## config.mk

```make
export PLATFORM = sky130hd
export DESIGN_NAME = vebpf_req_arbiter
export DESIGN_NICKNAME = d
export VERILOG_FILES = /design/src/rtl/vebpf_req_arbiter.sv
export SDC_FILE = /design/constraint.sdc
export NUM_CORES = 1
export LEC_CHECK = 0
export CORE_AREA = 2 2 440 442
export CTS_BUF_LIST = sky130_fd_sc_hd__clkbuf_4 sky130_fd_sc_hd__clkbuf_8
export DETAILED_ROUTE_END_ITERATION = 7
export DIE_AREA = 0 0 442 444
export PLACE_DENSITY = 0.39
export SLEW_MARGIN = 20
export SYNTH_ARGS = -nofsm -noshare
export SYNTH_HDL_FRONTEND = slang
export SYNTH_SLANG_ARGS = --single-unit
```

## constraint.sdc

```tcl
create_clock -name clk -period 11.68 [get_ports clk]
set_input_delay 2.336 -clock clk [delete_from_list [all_inputs] [get_ports clk]]
set_output_delay 2.336 -clock clk [all_outputs]
set_load 0.01 [all_outputs]
```

## src/rtl/vebpf_req_arbiter.sv

```systemverilog
// rtl/vebpf_req_arbiter.sv - round-robin front end sharing one vebpf_scheduler call port
// Accepts one call at a time, pulses it to the scheduler and routes the result back.
module vebpf_req_arbiter #(
    parameter int NUM_REQ           = 4,
    parameter int FUNCTION_ID_WIDTH = 8,
    parameter int TIMEOUT_CYCLES    = 1024
) (
    input  logic                                 clk,
    input  logic                                 rst,
    input  logic [NUM_REQ-1:0]                   req_valid,
    output logic [NUM_REQ-1:0]                   req_ready,
    input  logic [NUM_REQ*FUNCTION_ID_WIDTH-1:0] req_fid,
    input  logic [NUM_REQ*64-1:0]                req_r1,
    input  logic [NUM_REQ*64-1:0]                req_r2,
    input  logic [NUM_REQ*64-1:0]                req_r3,
    output logic [NUM_REQ-1:0]                   resp_valid,
    output logic [63:0]                          resp_r0,
    output logic                                 resp_timeout,
    output logic [FUNCTION_ID_WIDTH-1:0]         sch_core_req,
    output logic                                 sch_request,
    output logic [63:0]                          sch_r1,
    output logic [63:0]                          sch_r2,
    output logic [63:0]                          sch_r3,
    input  logic [63:0]                          sch_r0,
    input  logic                                 sch_r0_valid,
    output logic                                 busy
);

    localparam int IDX_W = $clog2(NUM_REQ);
    localparam int FW    = FUNCTION_ID_WIDTH;

    typedef enum logic [1:0] {S_IDLE, S_ISSUE, S_WAIT, S_RESP} state_t;

    state_t               state_q, state_d;
    logic [IDX_W-1:0]     rr_ptr_q, rr_ptr_d;
    logic [IDX_W-1:0]     g_q, g_d;
    logic [FW-1:0]        fid_q, fid_d;
    logic [63:0]          r1_q, r1_d, r2_q, r2_d, r3_q, r3_d;
    logic [63:0]          r0_q, r0_d;
    logic                 timeout_q, timeout_d;
    logic                 prev_q;
    logic [31:0]          wait_cnt_q, wait_cnt_d;

    logic                 gnt_found;
    logic [IDX_W-1:0]     gnt_idx;
    logic [IDX_W-1:0]     cand;
    logic                 sch_edge;

    // First valid requester at or after rr_ptr, wrapping around.
    always_comb begin
        gnt_found = 1'b0;
        gnt_idx   = '0;
        cand      = '0;
        for (int i = 0; i < NUM_REQ; i++) begin
            cand = IDX_W'((int'(rr_ptr_q) + i) % NUM_REQ);
            if (!gnt_found && req_valid[cand]) begin
                gnt_found = 1'b1;
                gnt_idx   = cand;
            end
        end
    end

    // A level still high from an earlier call must not count as completion.
    assign sch_edge = sch_r0_valid && !prev_q;

    always_comb begin
        state_d    = state_q;
        rr_ptr_d   = rr_ptr_q;
        g_d        = g_q;
        fid_d      = fid_q;
        r1_d       = r1_q;
        r2_d       = r2_q;
        r3_d       = r3_q;
        r0_d       = r0_q;
        timeout_d  = timeout_q;
        wait_cnt_d = wait_cnt_q;
        req_ready  = '0;
        resp_valid = '0;
        unique case (state_q)
            S_IDLE: begin
                if (!rst && gnt_found) begin
                    req_ready = {{(NUM_REQ-1){1'b0}}, 1'b1} << gnt_idx;
                end
                if (gnt_found) begin
                    g_d     = gnt_idx;
                    fid_d   = req_fid[int'(gnt_idx)*FW +: FW];
                    r1_d    = req_r1[int'(gnt_idx)*64 +: 64];
                    r2_d    = req_r2[int'(gnt_idx)*64 +: 64];
                    r3_d    = req_r3[int'(gnt_idx)*64 +: 64];
                    state_d = S_ISSUE;
                end
            end
            S_ISSUE: begin
                wait_cnt_d = '0;
                state_d    = S_WAIT;
            end
            S_WAIT: begin
                wait_cnt_d = wait_cnt_q + 32'd1;
                if (sch_edge) begin
                    r0_d      = sch_r0;
                    timeout_d = 1'b0;
                    state_d   = S_RESP;
                end else if (wait_cnt_q == 32'(TIMEOUT_CYCLES - 1)) begin
                    r0_d      = '1;
                    timeout_d = 1'b1;
                    state_d   = S_RESP;
                end
            end
            S_RESP: begin
                resp_valid = {{(NUM_REQ-1){1'b0}}, 1'b1} << g_q;
                rr_ptr_d   = (g_q == IDX_W'(NUM_REQ - 1)) ? '0 : g_q + 1'b1;
                state_d    = S_IDLE;
            end
            default: state_d = S_IDLE;
        endcase
    end

    always_ff @(posedge clk or posedge rst) begin
        if (rst) begin
            state_q <= S_IDLE;
        end else begin
            state_q <= state_d;
        end
    end

    always_ff @(posedge clk or posedge rst) begin
        if (rst) begin
            rr_ptr_q   <= '0;
            g_q        <= '0;
            fid_q      <= '0;
            r1_q       <= '0;
            r2_q       <= '0;
            r3_q       <= '0;
            r0_q       <= '0;
            timeout_q  <= 1'b0;
            prev_q     <= 1'b0;
            wait_cnt_q <= '0;
        end else begin
            rr_ptr_q   <= rr_ptr_d;
            g_q        <= g_d;
            fid_q      <= fid_d;
            r1_q       <= r1_d;
            r2_q       <= r2_d;
            r3_q       <= r3_d;
            r0_q       <= r0_d;
            timeout_q  <= timeout_d;
            prev_q     <= sch_r0_valid;
            wait_cnt_q <= wait_cnt_d;
        end
    end

    assign sch_request  = (state_q == S_ISSUE);
    assign sch_core_req = fid_q;
    assign sch_r1       = r1_q;
    assign sch_r2       = r2_q;
    assign sch_r3       = r3_q;
    assign resp_r0      = r0_q;
    assign resp_timeout = (state_q == S_RESP) && timeout_q;
    assign busy         = (state_q != S_IDLE);

endmodule

```

### Word level (Yosys, flattened, before mapping)

Index checks and enable logic that the tools add are counted.

* register bits after elaboration: 304
* logic and storage cells: 80
* output and inout port bits: 275
* input bits: 871

* equal/unequal tests: 7
* shift operators: 6
* add/subtract/negate cells: 5
* reductions and logical operators: 18
* magnitude comparators: 4
* muxes and demuxes: 29

Operator list (number)
* $shiftx 256x9->64: 3
* $mux 64: 2
* $pmux 32 s2: 1
* $add 32x1->32 const B: 1
* $eq 32x10->1 const B: 1
* $shiftx 32x6->8: 1
* $mux 2: 8
* $lt 2x3->1 const B: 4
* $mux 4: 3
* $mux 1: 10
* $bmux 1 s2: 4
* $pmux 2 s4: 1
* $shl 1x2->4 const A: 2
* $eq 2x2->1 const B: 3
* $logic_and 1x1->1: 6
* $reduce_and 2->1: 3
* $reduce_bool 2->1: 3
* $logic_not 1->1: 5
* $add 2x1->2 const B: 2
* $add 2x2->2 const B: 2
* $ne 3x3->1 const B: 1
* $eq 2x1->1 const B: 1
* $logic_not 2->1: 1
* $ne 2x2->1 const B: 1

### Longest topological paths before layout

* depth after elaboration: 15
* depth in mapped cells: 9
* mapped depth without buffers: 7

### Worst setup path after synthesis

OpenSTA, ideal clock, no wires.

* path type: input to output
* start point: in req_valid[0]
* end point: out req_ready[2]
* slack: 5.739 ns
* data required time: 9.344 ns
* stages on the path: 6
* path buffers: 2
* data arrival time: 3.605 ns
* path through: and2_1 -> a22o_1 -> or3_1 -> clkbuf_1 -> buf_2 -> nor3_1

* longest elaborated chain between the ends: 15
* elaborated cells between the ends (all ways): 26
* those cells by class: 1 x shift; 18 x mux; 7 x reduce/logical

Ends and longest elaborated chain
* start: declaration: RTL line 10 `input logic [NUM_REQ-1:0] req_valid,`
* $bmux 1 s2: RTL line 56 `if (!gnt_found && req_valid[cand]) begin`
* $mux 1 (not written as such): RTL line 56
* $mux 1: RTL line 56
* $logic_not 1->1: RTL line 56
* $logic_and 1x1->1: RTL line 56
* $mux 1: RTL line 56
* $logic_not 1->1: RTL line 56
* $logic_and 1x1->1: RTL line 56
* $mux 1: RTL line 56
* $logic_not 1->1: RTL line 56
* $logic_and 1x1->1: RTL line 56
* $mux 2 / $mux 1 (equally long branches): RTL line 56
* $shl 1x2->4 / $logic_and 1x1->1 (equally long branches): RTL line 82, 81
* $mux 4 *: RTL line 81 `if (!rst && gnt_found) begin`
* $mux 4 *: RTL line 79 `unique case (state_q)`
* end: declaration: RTL line 11 `output logic [NUM_REQ-1:0] req_ready,`

Every way passes the cells marked *; elsewhere a longest branch is shown, timed or not. The select of a mux whose other input is x is not followed.

### Worst setup path after layout

* start point: in req_valid[0]
* end point: out req_ready[1]

The elaborated chain is that of the path after synthesis.

==> flow_summary.yaml <==
place:
  hpwl_microns: 116000
  dp_slack_ns: 4.21
  dp.cells: 5271
  gp_congestion: 0.932
  numPortBuffers: 1145
worst_setup_path:
  cp_slowest_cell: "nor4_1"
  crit_path_cell_trace: "clkdlybuf4s50_1 > nor4_1 > nor2_4 > o21ai_4 > buf_4 > nor3_1 > clkdlybuf4s50_1"
  required_ns: 9.34
  cp-end-kind: "output pin"
  crit_path_start_kind: "primary input"
  slowest_delay_ns: 0.72
  critPathMostFrequentCell: "clkdlybuf4s50_1"
  cp.arrival_ns: 5.12
  worstSetupPathType: "primary input to output pin"
  cp_max_fo: 24
floorplan:
  num_rows: 161
  io_pins: 1146
  die_y_microns: 444
  die_area_sq_um: 196000
  die_x_microns: 442
  initial_core_util_pct: 9.14
  fp.coreArea_sq_um: 192000
sta:
  layout_setup_ws_ns: 4.22
  fin_hold_ws_ns: 0.484
  worst_pin_slew_ns: 1.10
  slew_viol_final: 0
  period_share_pct: 63.9
  min_period_ns: 7.46
  finalSetupViolCount: 0
  timing.setup.tns_ns: 0
  max_freq_ghz: 0.134
  hold_violations: 0
  rsz0062_at_grt: "false"
  slew_headroom_pct: 26.9
  fin_skew_ns: 0.0380
final_layout:
  stdcell_count: 5403
  multi_input_area_sq_um: 9080
  synthToLayoutAreaGrowth_pct: 88.8
  nFillCells: 21400
  regArea_sq_um: 7610
  final_common_cell: "clkdlybuf4s50_1"
  drive_gt1_share_pct: 5.59
  nets: 3697
  final_cell_mix: "1145 x clkdlybuf4s50_1, 304 x dfrtp_1, 230 x nor2_1"
global_routing:
  grt_use_met1_pct: 16.7
  track_usage_pct: 14.3
  grt_pass1_wl_microns: 191000
  grt_max_degree: 151
  grt_pass1_vias: 20200
  use_met2_pct: 24.3
  antenna_found_initial: 28
  use_met3_pct: 5.44
  grt-busiest-layer: "met2"
  grt_overflow: 0
yosys:
  ys_seq_area_share_pct: 43.4
  synth_area_sq_um: 17500
  syn_nets: 2629
  synthCells: 1749
  synth_seq_cells: 304
  ys_warn_count: 0
  ys_types: 46
  avgSynthCellArea_sq_um: 10.0
clocking:
  cts.sinks: 304
  clk_path_buf_depth: 3
  cts-root-buf: "clkbuf_8"
  ctsResizeCount: 0
  cts_hold_buf: 0
  cts_tree: "done"
  clk_pin_slew_worst_paths_ns: 0.05
  htree_levels: 3
  cts_setup_buffers: 0
  clkLatencyLatePin_ns: 0.79
  cts_buffers: 70
detailed_routing:
  first_pass_iters: 5
  antenna_left: 0
  vias_per_cell: 3.64
  drcViolationCount: 0
  vias: 19700
  drtIter0Drc: 1499
  wl_per_cell_microns: 26.9
  wl_microns: 145000
pwr:
  powerDensity_nw_per_um2: 226
  totalPowerFinal_mw: 7.48
  seq_power_share_pct: 25.3
  peakVddDrop_mv: 0.108
  p_leak_nw: 12.1
  internal_power_mw: 4.04
  power_frac_comb_pct: 56.9
  swShare_pct: 46.0
  power.switching_mw: 3.44
  clkPwrFrac_pct: 17.8
run_status:
  status: "complete, no violations"
run:
  cap_violations: 0
hold_path:
  hp-class: "flip-flop to flip-flop"
[cells in the mapped netlist, drive strengths merged]
cell type	instances	area [sq um]
dfrtp	304	7610
nor2	231	867
and2	208	1300
a211oi	200	1500
a221oi	200	1750
mux2i	200	2000
clkbuf	132	495
o22a	65	569
buf	45	338
xnor2	19	166
inv	16	60.1
nand2	16	60.1
nand3	14	70.1
nor4	14	100
o21ai	13	68.8
nor3	12	65.1
ha	9	113
nand4	6	37.5
or3	6	37.5
xor2	6	52.6
a21oi	5	25.0
or4	5	37.5
nor2b	4	27.5
and4	3	26.3
mux2	3	33.8
and3	2	12.5
nand2b	2	12.5
nand3b	2	15.0
a21o	1	7.51
a22o	1	8.76
a22oi	1	7.51
a31oi	1	6.26
o21a	1	7.51
o221ai	1	8.76
or4bb	1	11.3
[final timing paths]
kind                       slack (ns)                     from                 endpoint  cells after the start
max in group asynchronous        7.29                      rst  resp_r0[20]$_DFFE_PP0P_                      4
max                              4.22             req_valid[0]             req_ready[1]                      7
min                              0.48   resp_r0[0]$_DFFE_PP0P_   resp_r0[0]$_DFFE_PP0P_                      1
min reg2reg                      0.48   resp_r0[0]$_DFFE_PP0P_   resp_r0[0]$_DFFE_PP0P_                      1
min in group asynchronous        2.26                      rst   sch_r1[40]$_DFFE_PP0P_                      2
max reg2reg                      6.95  rr_ptr_q[1]$_DFFE_PP0P_   sch_r1[12]$_DFFE_PP0P_                      8
[registers in the layout, summed over array words and instances, names as in the netlist]
name and count:
sch_r2 64, g_q 2, resp_r0 64, timeout_q 1, prev_q 1, wait_cnt_q 32
sch_r1 64, sch_r3 64, state_q 2, sch_core_req 8, rr_ptr_q 2
[cell families (layout without fill, tap and decap cells)]
| logic type | count (synthesis) | count (layout) | synth area share (%) |
|---|---|---|---|
| other cells | 0 | 16 | 0 |
| mux | 203 | 203 | 11.6 |
| xor+xnor | 25 | 25 | 1.25 |
| compound gates | 489 | 489 | 22.6 |
| simple gates | 526 | 526 | 15.3 |
| buf+inv | 193 | 1305 | 5.10 |
| fa+ha+maj | 9 | 9 | 0.643 |
| flops | 304 | 304 | 43.4 |
[critical path: cells and delay by family]
kind	cells	cell delay (ns)
buffers and inverters	3	1.37
AO/OA/AOI/OAI	1	0.34
AND/OR/NAND/NOR	3	1.07
[layout make-up]
class                   instances  area share [%]
diodes                         16           0.121
clock buffers                 101            3.79
clock inverters                15           0.450
inverters                      16           0.204
multi-input cells            1252            27.5
flip-flops and latches        304            23.0
well taps                    2526            9.56
repair buffers               1173            35.4
[per-stage QoR]
stage	util [%]	instance area, sq um
after detailed placement	16.5	31600
final	17.3	33100
after CTS	17.2	33000
after floorplan	-	17500
after global routing	17.3	33100
after global placement	16.5	31600
[power by group through the flow]
stage	sequential, mW	combinational (mW)	clock [mW]
after floorplan	2.01	1.61	0
after global placement	1.90	4.35	0
after detailed placement	1.92	4.35	0
after CTS	1.90	4.37	1.41
after global routing	1.95	4.56	1.45
final	1.89	4.25	1.33
[per-layer routing]
layer  part of all wire (%)  routed length (microns)
met2                     49                    71200
met5                  0.043                       63
met1                     40                    57400
met4                    2.4                     3520
met3                    9.0                    13100
(Power assumes the default switching activity.)
